**config.mk**
```make
export PLATFORM = sky130hd
export DESIGN_NAME = bit_stream_tx
export DESIGN_NICKNAME = d
export VERILOG_FILES = /design/src/rtl/bstx_pkg.sv /design/src/rtl/bstx_shifter.sv /design/src/rtl/bit_stream_tx.sv
export SDC_FILE = /design/constraint.sdc
export NUM_CORES = 1
export LEC_CHECK = 0
export CAP_MARGIN = 15
export CORE_MARGIN = 2
export CORE_UTILIZATION = 30
export CTS_CLUSTER_SIZE = 12
export DETAILED_ROUTE_END_ITERATION = 8
export PLACE_DENSITY = 0.63
export SLEW_MARGIN = 30
export SYNTH_ARGS = -nofsm -noshare
export SYNTH_HDL_FRONTEND = slang
export SYNTH_SLANG_ARGS = --single-unit
```
**constraint.sdc**
```tcl
create_clock -name clk -period 5.2 [get_ports clk]
set_clock_uncertainty 0.15 [all_clocks]
set_input_delay 0.52 -clock clk [delete_from_list [all_inputs] [get_ports clk]]
set_output_delay 0.52 -clock clk [all_outputs]
set_load 0.02 [all_outputs]
```
**src/rtl/bstx_pkg.sv**
```systemverilog
// bit_stream_tx shared types and defaults.
// Imported by the top and the shifter.
package bstx_pkg;

  localparam int WORD_W_DEF = 32;
  localparam int CNT_W_DEF  = 16;

  typedef enum logic [2:0] {
    S_IDLE,
    S_LOAD,
    S_SHIFT,
    S_HOLD,
    S_GAP
  } state_t;

endpackage

```
**src/rtl/bstx_shifter.sv**
```systemverilog
// Word shift register with bit index.
// Holds the not-yet-presented bits of the current word.
module bstx_shifter
  import bstx_pkg::*;
#(
  parameter int WORD_W = WORD_W_DEF
) (
  input  logic              clk,
  input  logic              reset,
  input  logic              en,
  input  logic              load,
  input  logic              shift,
  input  logic [WORD_W-1:0] din,
  output logic              next_bit,
  output logic              word_empty
);

  localparam int IW = (WORD_W > 1) ? $clog2(WORD_W) : 1;

  logic [WORD_W-1:0] sr;
  logic [IW-1:0]     idx;

  // bit 0 goes out straight from din on load, so keep din[W-1:1]
  always_ff @(posedge clk or posedge reset) begin
    if (reset) begin
      sr  <= '0;
      idx <= '0;
    end else if (en) begin
      if (load) begin
        sr  <= din >> 1;
        idx <= IW'(1);
      end else if (shift) begin
        sr  <= sr >> 1;
        idx <= (idx == IW'(WORD_W - 1)) ? '0 : idx + IW'(1);
      end
    end
  end

  assign next_bit   = sr[0];
  assign word_empty = (idx == '0);

endmodule

```
**src/rtl/bit_stream_tx.sv**
```systemverilog
// Serializes data words (or holds a mode) toward a controller.
// Each command ends with one GAP cycle and a done pulse.
module bit_stream_tx
  import bstx_pkg::*;
#(
  parameter int WORD_W = WORD_W_DEF,
  parameter int CNT_W  = CNT_W_DEF
) (
  input  logic              clk,
  input  logic              reset,
  input  logic              enable,
  input  logic              cmd_valid,
  output logic              cmd_ready,
  input  logic [WORD_W-1:0] cmd_mode,
  input  logic [CNT_W-1:0]  cmd_len,
  input  logic              cmd_has_data,
  input  logic              word_valid,
  output logic              word_ready,
  input  logic [WORD_W-1:0] word_data,
  output logic [WORD_W-1:0] mode,
  output logic [WORD_W-1:0] in_data,
  output logic              dut_enable,
  output logic              busy,
  output logic              done
);

  state_t state, state_d;

  logic [WORD_W-1:0] lmode_q, lmode_d;
  logic [WORD_W-1:0] mode_q, mode_d;
  logic [CNT_W-1:0]  cnt_q, cnt_d;
  logic              bit_q, bit_d;
  logic              den_q, den_d;
  logic              done_q, done_d;

  logic sh_load, sh_shift, sh_bit, sh_empty;
  logic cnt_zero, cmd_fire, word_fire;

  assign cnt_zero = (cnt_q == '0);

  assign cmd_ready = enable & ~reset & ~done_q
                   & (state == S_IDLE);

  assign word_ready = enable & ~reset
                    & ((state == S_LOAD)
                    | ((state == S_SHIFT) & sh_empty & ~cnt_zero));

  assign cmd_fire  = cmd_valid & cmd_ready;
  assign word_fire = word_valid & word_ready;

  // state register, frozen while enable is low
  always_ff @(posedge clk or posedge reset) begin
    if (reset)       state <= S_IDLE;
    else if (enable) state <= state_d;
  end

  // next-state decode
  always_comb begin
    state_d = state;
    unique case (state)
      S_IDLE: begin
        if (cmd_fire) begin
          if (cmd_len == '0)     state_d = S_GAP;
          else if (cmd_has_data) state_d = S_LOAD;
          else                   state_d = S_HOLD;
        end
      end
      S_LOAD: begin
        if (word_fire) state_d = S_SHIFT;
      end
      S_SHIFT: begin
        if (cnt_zero)                     state_d = S_GAP;
        else if (sh_empty && !word_valid) state_d = S_LOAD;
      end
      S_HOLD: begin
        if (cnt_q <= CNT_W'(1)) state_d = S_GAP;
      end
      S_GAP:   state_d = S_IDLE;
      default: state_d = S_IDLE;
    endcase
  end

  // next values of the registered outputs and datapath
  always_comb begin
    lmode_d  = lmode_q;
    mode_d   = mode_q;
    cnt_d    = cnt_q;
    bit_d    = bit_q;
    den_d    = den_q;
    done_d   = 1'b0;
    sh_load  = 1'b0;
    sh_shift = 1'b0;
    unique case (state)
      S_IDLE: begin
        mode_d = '0;
        bit_d  = 1'b0;
        den_d  = 1'b0;
        if (cmd_fire) begin
          lmode_d = cmd_mode;
          cnt_d   = cmd_len;
          if (cmd_len == '0) begin
            den_d = 1'b1;
          end else begin
            mode_d = cmd_mode;
            den_d  = !cmd_has_data;
          end
        end
      end
      S_LOAD: begin
        if (word_fire) begin
          sh_load = 1'b1;
          bit_d   = word_data[0];
          den_d   = 1'b1;
          mode_d  = lmode_q;
          cnt_d   = cnt_q - CNT_W'(1);
        end
      end
      S_SHIFT: begin
        if (cnt_zero) begin
          mode_d = '0;
          bit_d  = 1'b0;
          den_d  = 1'b1;
        end else if (sh_empty) begin
          if (word_valid) begin
            sh_load = 1'b1;
            bit_d   = word_data[0];
            cnt_d   = cnt_q - CNT_W'(1);
          end else begin
            den_d = 1'b0;
          end
        end else begin
          sh_shift = 1'b1;
          bit_d    = sh_bit;
          cnt_d    = cnt_q - CNT_W'(1);
        end
      end
      S_HOLD: begin
        cnt_d = cnt_q - CNT_W'(1);
        if (cnt_q <= CNT_W'(1)) begin
          mode_d = '0;
          bit_d  = 1'b0;
          den_d  = 1'b1;
        end
      end
      S_GAP: begin
        mode_d = '0;
        bit_d  = 1'b0;
        den_d  = 1'b0;
        done_d = 1'b1;
      end
      default: begin
        mode_d = '0;
        bit_d  = 1'b0;
        den_d  = 1'b0;
      end
    endcase
  end

  // datapath and output registers, frozen while enable is low
  always_ff @(posedge clk or posedge reset) begin
    if (reset) begin
      lmode_q <= '0;
      mode_q  <= '0;
      cnt_q   <= '0;
      bit_q   <= 1'b0;
      den_q   <= 1'b0;
      done_q  <= 1'b0;
    end else if (enable) begin
      lmode_q <= lmode_d;
      mode_q  <= mode_d;
      cnt_q   <= cnt_d;
      bit_q   <= bit_d;
      den_q   <= den_d;
      done_q  <= done_d;
    end
  end

  bstx_shifter #(
    .WORD_W (WORD_W)
  ) u_shifter (
    .clk        (clk),
    .reset      (reset),
    .en         (enable),
    .load       (sh_load),
    .shift      (sh_shift),
    .din        (word_data),
    .next_bit   (sh_bit),
    .word_empty (sh_empty)
  );

  assign mode       = mode_q;
  assign in_data    = {{(WORD_W-1){1'b0}}, bit_q};
  assign dut_enable = den_q;
  assign busy       = (state != S_IDLE);
  assign done       = done_q;

endmodule

```
-- Yosys cells after proc, flatten, opt, wreduce, memory -nomap -nowiden
Cells that the tools add are included.
- add/subtract/negate cells: 2
- order comparisons: 1
- eq/ne operators: 15
- muxes and demuxes: 48
- bitwise logic cells: 12
- reduce and logical (&&, ||, !) cells: 17
- operators with widths (kind ; count):
    2-to-1 mux 32 bit ; 7
    case mux 32 bit (4 select lines) ; 1
    2-to-1 mux 16 bit ; 5
    case mux 16 bit (4 select lines) ; 1
    zero test 16 bit ; 2
    2-to-1 mux 1 bit ; 20
    2-to-1 mux 3 bit ; 6
    less-or-equal comparator 16 x 1 -> 1 bit (second input constant) ; 1
    subtractor 16 x 1 -> 16 bit (second input constant) ; 1
    2-to-1 mux 5 bit ; 3
    case mux 3 bit (4 select lines) ; 1
    != test 2 bit (second input constant) ; 5
    AND reduction 5 bit ; 2
    != test 3 bit (second input constant) ; 3
    AND 1 bit ; 8
    AND reduction 4 bit ; 2
    == test 3 x 2 -> 1 bit (second input constant) ; 2
    AND reduction 6 bit ; 1
    adder 5 x 1 -> 5 bit (second input constant) ; 1
    == test 5 bit (second input constant) ; 1
    zero test 5 bit ; 1
    != test 4 bit (second input constant) ; 1
    case mux 1 bit (4 select lines) ; 1
    nonzero test 4 bit ; 1
    15 further kinds ; 18
- bits in registers: 123
- input port bits: 86
- output and inout bits: 69
- word-level logic and storage cells: 104

-- Longest topological paths before layout
Gate-level depths: netlist of the first run.
- word-level depth: 10
- depth in mapped cells: 10
- depth with buffers taken out: 7

-- Modules after synthesis
A second synthesis of the first run with hierarchy kept.
- cell total of the unflattened synthesis: 593
- area total of the unflattened synthesis: 6442.4 um^2
- by module, submodules not included (module ; times used ; cells an instance ; area each (um^2) ; seq. area each (um^2)):
    bit_stream_tx ; 1 ; 424 ; 4692.0 ; 2152.1
    bstx_shifter ; 1 ; 169 ; 1750.4 ; 900.9

-- Worst setup path before layout of the first run
OpenSTA, ideal clock, no wires.
- kind: in2reg
- from: input port reset
- to: register u_shifter.idx[2]
- library setup time: 122 ps
- arrival: 4323 ps
- required time: 4928 ps
- setup slack: 605 ps
- stages on the path: 7
- buffers on the path: 2
- cells stage by stage: inv_1 -> and4_1 -> o21bai_1 -> buf_2 -> buf_2 -> o31ai_1 -> a32o_1
- cells in the longest elaborated chain, start to end: 8
- elaborated cells on any way between the ends: 9
- those cells by class: mux (3); bitwise (4); reduce/logical (2)
- ends and longest elaborated chain (element ; RTL line ; text):
    start, declared ; bit_stream_tx.sv:10 ; input logic reset,
    inverter 1 bit * ; bit_stream_tx.sv:44 ; assign word_ready = enable & ~reset
    AND 1 bit * ; bit_stream_tx.sv:44 ;
    AND 1 bit * ; bit_stream_tx.sv:45 ; & ((state == S_LOAD)
    AND 1 bit * ; bit_stream_tx.sv:49 ; assign word_fire = word_valid & word_ready;
    2-to-1 mux 1 bit * ; bit_stream_tx.sv:110 ; if (word_fire) begin
    case mux 1 bit (2 select lines) * ; bit_stream_tx.sv:93 ; unique case (state)
    nonzero test 2 bit (no line) ; n/a ;
    AND reduction 2 bit (no line) ; n/a ;
    end signal, assigned ; bstx_shifter.sv:34 ; idx <= (idx == IW'(WORD_W - 1)) ? '0 : idx + IW'(1);
    end, declared ; bstx_shifter.sv:21 ; logic [IW-1:0] idx;
Every way passes the cells marked *; elsewhere a longest branch is shown, timed or not.
A chain may end at the register's enable or synchronous reset.

-- Final worst setup path of the first run
- from: register cnt_q[0]
- to: output port word_ready
- cells in the longest elaborated chain, start to end: 5
- ends and longest elaborated chain (element ; RTL line ; text):
    start, declared ; bit_stream_tx.sv:31 ; logic [CNT_W-1:0] cnt_q, cnt_d;
    start signal, assigned ; bit_stream_tx.sv:171 ; cnt_q <= cnt_d;
    zero test 16 bit ; bit_stream_tx.sv:39 ; assign cnt_zero = (cnt_q == '0);
    inverter 1 bit ; bit_stream_tx.sv:46 ; | ((state == S_SHIFT) & sh_empty & ~cnt_zero));
    AND 1 bit ; bit_stream_tx.sv:46 ;
    OR 1 bit ; bit_stream_tx.sv:46 ;
    AND 1 bit ; bit_stream_tx.sv:45 ;
    end, declared ; bit_stream_tx.sv:18 ; output logic word_ready,
Every way passes these cells.

==> results of run 1 <==
==> placed cells by master (no fill, tap or decap), types with 3 or more instances in the layout <==
master and count:
a21o_1 4, a21oi_1 46, a22o_1 32, a2bb2oi_1 4, a31oi_1 4, buf_4 7, bufinv_16 4, clkbuf_16 17
clkdlybuf4s50_1 123, clkinv_2 4, clkinvlp_4 3, conb_1 31, dfrtp_1 122, ha_1 5, inv_1 10, mux2_1 3
mux2_2 64, mux2i_1 31, nand2_1 11, nand3_1 6, nand4_1 4, nor2_1 55, nor2b_1 5, nor3_1 13
nor4_1 8, o21a_1 3, o21ai_0 15, o21ai_1 4, o22a_1 3, or4_4 3
==> per-stage QoR <==
| step | area (um2) | utilization (%) |
|---|---|---|
| after floorplan | 6410 | - |
| after global placement | 7620 | 36.6 |
| after detailed placement | 7620 | 36.6 |
| after CTS | 8240 | 39.6 |
| after global routing | 8250 | 39.6 |
| final | 8250 | 39.6 |
==> registers in the layout (all words and copies together), names as in the netlist <==
register       count
bit_q              1
mode              32
u_shifter.sr      31
u_shifter.idx      5
cnt_q             16
state              3
done               1
dut_enable         1
lmode_q           32
==> final cells by class <==
| cell class | count | share of cell area [%] |
|---|---|---|
| tap | 275 | 4.17 |
| sequential | 122 | 37.0 |
| clock inverter | 12 | 2.08 |
| multi-input combinational | 400 | 35.1 |
| timing repair buffer | 131 | 15.7 |
| inverter | 11 | 0.531 |
| clock buffer | 20 | 5.41 |
==> worst min path at each step <==
stage	to	slack (ns)	from	depth (start not counted)
floorplan	bit_q	0.32	bit_q	1
global placement	mode[4]	0.33	mode[4]	1
detailed placement	mode[4]	0.32	mode[4]	1
CTS	mode[4]	0.34	mode[4]	1
global route	mode[1]	0.37	mode[1]	1
finish	mode[4]	0.34	mode[4]	1
==> power breakdown <==
group / internal [mW] / switching [mW]
combinational: 0.920 / 0.946
clock: 0.813 / 0.431
sequential: 1.39 / 0.306
==> metal layers <==
layer  GRT usage [%]  vias up  share of wire (%)
met5               0        -                  0
met4            3.71        0               0.91
met3            4.40       12                6.3
met2            21.7      125                 46
met1            18.6     2355                 47
li1                -     2245                  -
==> cell usage after synthesis, drive strengths merged, types with 5 or more instances <==
cell,instances,share of area [%]
mux2i,31,4.9
mux2,67,12
a22o,32,4.4
nor3,14,1.3
nand2,11,0.66
clkbuf,24,1.4
nand3,6,0.48
inv,11,0.66
nor2,55,3.3
ha,5,0.99
nor4,9,1.1
nor2b,6,0.60
dfrtp,122,48
a21oi,46,3.7
o21ai,19,1.5
buf,47,5.7
==> worst register-to-register path, stage by stage, from the launching register on <==
cell and delay [ns]:
dfrtp_1 0.41, inv_1 0.11, ha_1 0.24, or3b_1 0.54
nor4_4 0.54, nor2_1 0.16, nor3_4 0.19, buf_4 0.45
mux2_2 0.42
==> cells by family (layout without fill, tap and decap cells) <==
| family | count (synthesis) | count (layout) |
|---|---|---|
| AO/OA/AOI/OAI | 137 | 137 |
| AND/OR/NAND/NOR | 129 | 129 |
| flip-flops | 122 | 122 |
| multiplexers | 98 | 98 |
| buffers and inverters | 82 | 174 |
| adder cells (fa/ha/maj) | 5 | 5 |
| other | 1 | 31 |
==> reports/qor.yml, run 1 <==
yosys:
  synth_top_family_by_area: "multiplexers"
  synth-warning-count: 0
  synth_edf_count: 0
  postSynthAreaPerCell_um2: 11.0
  synthAdderAreaFrac_pct: 0.993
  seq_area_frac_synth_pct: 48.5
  synth_compound_area_share_pct: 14.9
  ys_seq_elements: 122
  ys.flop_type: "dfrtp_1"
  synthMuxAreaShare_pct: 16.9
  synth-xor-area-share_pct: 0
  synthSimpleGateAreaFrac_pct: 10.9
  yosysUniqueCellTypes: 63
  synth-async-reset-ratio_pct: 100
  synth.cell_area_um2: 6300
  synth_cells: 574
sta:
  rsz0062_at_grt: "false"
  slew_headroom_pct: 53.9
  period_needed_ns: 3.99
  slew_viol_final: 0
  fin_crit_sh_pct: 76.7
  hold_viol: 0
  holdWs_ns: 0.337
  fin_setup_tns_ns: 0
  setup_viol: 0
  setup_ws_ns: 1.21
  fmax_ghz: 0.251
  tightest_slew_ns: 0.692
die:
  core_um2: 20800
  die-width_um: 149
  initial_core_util_pct: 30.3
  rows: 53
  num_io_pins: 155
  chipHeight_um: 149
  design.die.area_um2: 22200
clocking:
  cts_num_sinks: 122
  root_buffer: "clkbuf_16"
  postCtsSetupRepairBufs: 0
  clock_path_buffers: 2
  cts_tree: "yes"
  cts.htree.levels: 4
  clk_latency_ns: 0.41
  cts-resized-gates: 0
  cts_hold_buf: 0
  clkTransAtPathRegs_ns: 0.06
  cts_buffers: 17
placed_design:
  numPortBuffers: 123
  place_ws_ns: 1.62
  dp.cells: 939
  gp_congestion: 0.787
  dpl.hpwl_um: 9780
pwr:
  p_per_area_nw_per_um2: 583
  power.ir.vdd_worst_v: 0.000268
  finalPower_mw: 4.81
  p_leak_nw: 3.40
grt:
  overflow: 0
  first_global_vias: 4570
  grt_pass1_wl_um: 24100
  antenna_found_initial: 0
  grt_max_degree: 72
  track_usage_pct: 13.9
layout:
  final_nets: 774
  area_growth_pct: 31.0
  multi_input_area_um2: 2900
  num_antenna_cells: 0
  nFillCells: 2040
  finalNonFillerCells: 971
  seq_area_um2: 3050
  drive_gt1_share_pct: 17.4
setup_path:
  critPathCaptureType: "primary output"
  crit_end: "word_ready"
  cp-start-kind: "register"
  rr_endpoint: "mode[3]"
  cp_slowest_stage_delay_ns: 0.64
  criticalPathCategory: "register to primary output"
  r2r_slack_ns: 1.86
  startpoint: "cnt_q[0]"
  ff2ff_path_depth: 8
  path_cells: "inv_1 > ha_1 > or3b_1 > or4_4 > a31oi_1 > nor2_1 > clkdlybuf4s50_1"
  required_ns: 4.53
  crit_family: "simple AND/OR/NAND/NOR gates"
  critPathBufInv: 2
  cp_slowest_cell: "or4_4"
  worst-path-stages: 7
  cp_data_arrival_time_ns: 3.32
  path_max_fanout: 8
  r2r-start: "cnt_q[0]"
outcome:
  run_status: "finished, final reports clean"
worst_hold_path:
  min_path_type: "register to register"
route:
  drc: 0
  dr.pass1.iters: 4
  via_per_inst: 4.88
  wl_um: 15000
  vias: 4737
  drt_first_iter_violations: 238
  ant_nets: 0
  wl_per_cell_um: 15.4
job:
  drv_cap: 0
Power figures use the tool's default switching activity.
==> run 2: changes to the inputs <==
PLACE_DENSITY = 0.65   (was 0.63)
clock period = 3.5 ns   (was 5.2 ns; I/O delays follow)
==> reports/qor.yml, run 2 (same netlist as run 1, synthesis figures left out) <==
pwr:
  p_leak_nw: 3.44  # +1.3%
  finalPower_mw: 7.19  # +49%
  p_per_area_nw_per_um2: 864  # +48%
  power.ir.vdd_worst_v: 0.000374  # +39%
route:
  drc: 0  # unchanged
  via_per_inst: 4.77  # -2.3%
  wl_per_cell_um: 14.6  # -5.1%
  wl_um: 14300  # -4.7%
  drt_first_iter_violations: 225  # -5.5%
  dr.pass1.iters: 4  # unchanged
  ant_nets: 0  # unchanged
  vias: 4646  # -1.9%
die:
  rows: 53  # unchanged
  core_um2: 20800  # unchanged
  die-width_um: 149  # unchanged
  num_io_pins: 155  # unchanged
  initial_core_util_pct: 30.3  # unchanged
  design.die.area_um2: 22200  # unchanged
  chipHeight_um: 149  # unchanged
grt:
  first_global_vias: 4617  # +1.0%
  grt_pass1_wl_um: 23700  # -1.8%
  overflow: 0  # unchanged
  track_usage_pct: 13.5  # -0.39 points
  grt_max_degree: 123  # +71%
  antenna_found_initial: 1  # +1
setup_path:
  critPathCaptureType: "primary output"
  required_ns: 3.00  # -1.53 ns
  r2r-start: "cnt_q[0]"
  path_max_fanout: 5  # -3
  cp_data_arrival_time_ns: 2.80  # -0.52 ns
  startpoint: "cnt_q[0]"
  criticalPathCategory: "register to primary output"
  cp-start-kind: "register"
layout:
  final_cell_mix: "dfrtp_1, clkdlybuf4s50_1, mux2_2"
  drive_gt1_share_pct: 17.8  # +0.38 points
  seq_area_um2: 3050  # unchanged
  multi_input_area_um2: 2900  # +0.17%
  area_growth_pct: 32.1
  fin_area_um2: 8320  # +0.85%
  final_nets: 778  # +0.52%
  nFillCells: 2044  # +0.20%
  finalNonFillerCells: 975  # +0.41%
job:
  drv_cap: 0  # unchanged
clocking:
  root_buffer: "clkbuf_16"
  cts_num_sinks: 122  # unchanged
  clkTransAtPathRegs_ns: 0.06  # about the same
  clk_latency_ns: 0.41  # about the same
  postCtsSetupRepairBufs: 0  # unchanged
  clock_path_buffers: 2  # unchanged
  cts.htree.levels: 4  # unchanged
  cts_tree: "yes"
  cts_hold_buf: 0  # unchanged
  cts-resized-gates: 2  # +2
  cts_buffers: 17  # unchanged
sta:
  hold_viol: 0  # unchanged
  fmax_ghz: 0.303
  setup_ws_ns: 0.200  # -1.01 ns
  slew_viol_final: 0  # unchanged
  rsz0062_at_grt: "false"
  slew_headroom_pct: 46.5  # -7.4 points
  fin_crit_sh_pct: 94.3
  tightest_slew_ns: 0.803  # +0.111 ns
  setup_viol: 0  # unchanged
  period_needed_ns: 3.30
placed_design:
  numPortBuffers: 123  # unchanged
  place_ws_ns: 0.348  # -1.28 ns
  placed_cell_area_um2: 7690  # +0.85%
  dp.cells: 943  # +0.43%
  gp_congestion: 0.813  # +3.2%
  dpl.hpwl_um: 9400  # -3.8%
outcome:
  run_status: "finished, final reports clean"
worst_hold_path:
  min_path_type: "input pin to async pin"
## run 2: cell types whose count changed in the layout (fill, tap and decap cells not counted), sizes merged
cell / previous run / this run
diode: 0 / 2
clkdlybuf4s50: 123 / 122
buf: 8 / 12
dlygate4sd2: 0 / 1
clkinvlp: 3 / 1
clkbuf: 20 / 23
clkinv: 4 / 3
inv: 12 / 10
## run 2: through the flow
| step | TNS (ns) | hold WS (ns) | utilization (%) |
|---|---|---|---|
| 4_1_cts | 0 | 0.342 | 39.9 |
| 3_5_place_dp | 0 | 0.327 | 36.9 |
| 6_report | 0 | 0.314 | 40.0 |
| 5_1_grt | 0 | 0.346 | 39.9 |
| 2_1_floorplan | -5.24 | 0.322 | - |
| 3_3_place_gp | 0 | 0.326 | 36.9 |
## run 2: worst max-delay path, cell delays in order (launching register included)
cell,delay [ns]
dfrtp_1,0.41
inv_1,0.10
ha_1,0.22
or3b_1,0.40
or4_4,0.59
a31oi_2,0.28
nor2_1,0.07
dlygate4sd2_1,0.32
## run 2: metal layers
metal	vias up	part of all wire, %	global-route usage (%)	routed length [um]
met5	-	0	0	0
met4	0	1.3	4.10	186
met3	17	7.6	5.38	1080
met2	118	48	21.7	6800
met1	2254	43	16.6	6190
li1	2257	-	-	-
## run 2: worst paths after layout
kind | end | slack (ns) | cells after the start
max | word_ready | 0.20 | 7
min | cnt_q[15] | 0.31 | 3
max reg2reg | u_shifter.sr[9] | 0.42 | 8
min reg2reg | mode[0] | 0.33 | 1
max in group asynchronous | state[2] | 2.18 | 3
min in group clk | mode[0] | 0.33 | 1
## run 2: layout make-up
cell class | instances | share of cell area [%]
multi-input cells | 400 | 34.9
inverters | 11 | 0.541
clock inverters | 7 | 1.67
diodes | 2 | 0.0601
repair buffers | 135 | 16.2
flip-flops and latches | 122 | 36.7
clock buffers | 23 | 5.86
well taps | 275 | 4.13
## run 2: where the power goes
part           internal [mW]  switching, mW  total, mW  leakage (nW)
combinational           1.40           1.41       2.80          1.67
sequential              2.07          0.434       2.51          1.46
clock                   1.26          0.620       1.88         0.309
total                   4.73           2.46       7.19          3.44
==> run 3: changes to the inputs <==
SYNTH_HIERARCHICAL = 1   (was not set)
==> reports/qor.yml, run 3 <==
worst_hold_path:
  worstHoldStart: "u_shifter/sr[20]"
  min_path_type: "register to register"
  min_path_cells: 2
  worst_hold_path.endpoint: "u_shifter/sr[20]"
setup_path:
  cp_data_arrival_time_ns: 2.77  # -0.03 ns
  criticalPathCategory: "register to primary output"
  r2r_slack_ns: 0.44  # +0.02 ns
  ff2ff_path_depth: 11  # +3
  rr_endpoint: "u_shifter/idx[2]"
  path_max_fanout: 5  # unchanged
  cp-start-kind: "register"
  r2r-start: "cnt_q[0]"
  critPathCaptureType: "primary output"
  required_ns: 3.00  # about the same
outcome:
  run_status: "finished, final reports clean"
pwr:
  pwr-share-comb_pct: 39.1  # about the same
  power.ir.vdd_worst_v: 0.000388  # +3.8%
  p_sw_share_pct: 36.8  # +2.6 points
  p_leak_nw: 3.43  # -0.27%
  power.switching_mw: 2.55  # +3.6%
  p_int_mw: 4.38  # -7.3%
  seqPwrFrac_pct: 34.1  # -0.8 points
  clock_power_share_pct: 26.8  # +0.7 points
  p_per_area_nw_per_um2: 816  # -5.5%
sta:
  fin_setup_tns_ns: 0  # unchanged
  setup_ws_ns: 0.234  # +0.0341 ns
  hold_viol: 0  # unchanged
  slew_viol_final: 0  # unchanged
  slew_headroom_pct: 48.4  # +1.9 points
  fin_crit_sh_pct: 93.3  # -0.97 points
  tightest_slew_ns: 0.773  # -0.0294 ns
  fmax_ghz: 0.306  # +1.0%
  rsz0062_at_grt: "false"
  setup_viol: 0  # unchanged
  period_needed_ns: 3.27  # -0.0341 ns
  holdWs_ns: 0.328  # +0.0139 ns
die:
  rows: 53  # unchanged
  num_io_pins: 155  # unchanged
  chipHeight_um: 151  # +1.1%
  die-width_um: 151  # +1.1%
  design.die.area_um2: 22700  # +2.2%
  core_um2: 21000  # +0.96%
  initial_core_util_pct: 30.6  # +0.39 points
yosys:
  synth_commonest_cells: "dfrtp_1, mux2_2, nand2_1"
  synth_edf_count: 0  # unchanged
  postSynthAreaPerCell_um2: 10.9  # -1.0%
  synth-xor-area-share_pct: 0  # unchanged
  synth_compound_area_share_pct: 17.1  # +2.3 points
  yosysTopAreaCell: "dfrtp_1"
  synth-async-reset-ratio_pct: 100  # unchanged
  seq_area_frac_synth_pct: 47.4  # -1.1 points
  yosysMostFrequentCell: "dfrtp_1"
  synth_area_leaders: "dfrtp_1, mux2_2, a32o_1"
  synth_cells: 593  # +3.3%
  synth_top_family_by_area: "compound AO/OA/AOI/OAI gates"
  synthMuxAreaShare_pct: 16.4  # -0.55 points
  synth_top_area_share_pct: 47.4  # -1.1 points
  yosysUniqueCellTypes: 63  # unchanged
  synthAdderAreaFrac_pct: 0.971  # -0.022 points
  synth-warning-count: 6  # +6
  synth.cell_area_um2: 6440  # +2.2%
  ys_seq_elements: 122  # unchanged
  synthSimpleGateAreaFrac_pct: 9.59  # -1.3 points
  ys.flop_type: "dfrtp_1"
layout:
  area_growth_pct: 31.9
  multi_input_area_um2: 2980  # +2.7%
  final_nets: 804  # +3.3%
  nFillCells: 2016  # -1.4%
  drive_gt1_share_pct: 18.2  # +0.42 points
  seq_area_um2: 3050  # unchanged
  fin_area_um2: 8500  # +2.1%
  final_cell_mix: "clkdlybuf4s50_1, dfrtp_1, mux2_2"
  num_antenna_cells: 0  # -2
  final_common_cell: "clkdlybuf4s50_1"
grt:
  grt_pass1_wl_um: 26000  # +9.8%
  track_usage_pct: 14.6  # +1.2 points
  antenna_found_initial: 0  # -1
  overflow: 0  # unchanged
  grt_max_degree: 49  # -60%
  first_global_vias: 5009  # +8.5%
clocking:
  cts_num_sinks: 122  # unchanged
  clkTransAtPathRegs_ns: 0.06  # about the same
  postCtsSetupRepairBufs: 0  # unchanged
  cts_tree: "yes"
  cts-resized-gates: 0  # -2
  root_buffer: "clkbuf_16"
  cts_hold_buf: 0  # unchanged
  cts.htree.levels: 4  # unchanged
  clk_latency_ns: 0.41  # about the same
  clock_path_buffers: 2  # unchanged
  cts_buffers: 17  # unchanged
placed_design:
  numPortBuffers: 123  # unchanged
  dpl.hpwl_um: 10900  # +15%
  place_ws_ns: 0.295  # -0.0528 ns
  gp_congestion: 0.811  # -0.26%
  placed_cell_area_um2: 7870  # +2.3%
job:
  drv_cap: 0  # unchanged
route:
  via_per_inst: 4.97  # +4.3%
  vias: 4977  # +7.1%
  drc: 0  # unchanged
  drt_first_iter_violations: 272  # +21%
  dr.pass1.iters: 4  # unchanged
  wl_um: 16000  # +12%
  ant_nets: 0  # unchanged
  wl_per_cell_um: 16.0  # +9.2%
[run 3: changes by cell type after synthesis, moves of 4 or more]
cell      change
nand2_1      +35
o21ai_0      +29
o22ai_1       +6
nor2b_1       -4
a211oi_1      +8
nor2_1       -37
a22o_1       -32
inv_1        +11
a21oi_1      -27
a32o_1       +32
[run 3: kinds of logic (layout without fill, tap and decap cells)]
family,count (synthesis),in the layout
AO/OA/AOI/OAI,152,152
adder cells (fa/ha/maj),5,5
buffers and inverters,96,199
flip-flops,122,122
multiplexers,97,97
other,1,31
AND/OR/NAND/NOR,120,120
[run 3: how the worst max path moves through the flow]
| stage | from | endpoint | slack, ns | cells after the start |
|---|---|---|---|---|
| 2_1_floorplan | reset | u_shifter/sr[16] | 0.03 | 7 |
| 3_3_place_gp | u_shifter/idx[0] | u_shifter/sr[21] | 0.43 | 10 |
| 3_5_place_dp | u_shifter/idx[0] | u_shifter/sr[23] | 0.30 | 10 |
| 4_1_cts | u_shifter/idx[0] | word_ready | 0.14 | 8 |
| 5_1_grt | cnt_q[0] | word_ready | 0.05 | 8 |
| 6_report | cnt_q[0] | word_ready | 0.23 | 8 |
[run 3: power by group through the flow]
stage	combinational (mW)	clock (mW)	sequential, mW
finish	2.71	1.86	2.36
global route	3.01	1.96	2.44
CTS	2.74	1.90	2.36
detailed placement	2.73	0	2.37
global placement	2.68	0	2.36
floorplan	1.92	0	2.35
[run 3: layout make-up]
type	instances	share of cell area, %
Timing Repair Buffer	145	16.6
Multi-Input combinational cell	405	35.1
Clock buffer	18	5.17
Tap cell	275	4.05
Sequential cell	122	35.9
Clock inverter	14	2.18
Inverter	22	0.987
[run 3: worst max-delay path: stages (launching register included)]
cell,delay [ns]
dfrtp_1,0.40
inv_1,0.10
ha_1,0.23
or3b_2,0.52
nor3_2,0.18
a211oi_1,0.14
nor2_1,0.15
nor2_1,0.06
clkdlybuf4s50_1,0.57
[run 3: through the flow]
| stage | instances | power, mW | utilization (%) |
|---|---|---|---|
| after floorplan | 623 | 4.27 | - |
| after global placement | 969 | 5.05 | 37.4 |
| after detailed placement | 969 | 5.10 | 37.4 |
| after CTS | 1001 | 7.00 | 40.4 |
| after global routing | 1001 | 7.41 | 40.4 |
| final | 1001 | 6.93 | 40.4 |
[run 3: per-layer routing]
| layer | share of wire (%) | wire length, um | vias up | track usage (%) |
|---|---|---|---|---|
| li1 | - | - | 2378 | - |
| met1 | 45 | 7240 | 2458 | 18.7 |
| met2 | 46 | 7380 | 129 | 23.3 |
| met3 | 7.3 | 1170 | 12 | 5.30 |
| met4 | 1.2 | 191 | 0 | 4.01 |
| met5 | 0 | 0 | - | 0 |
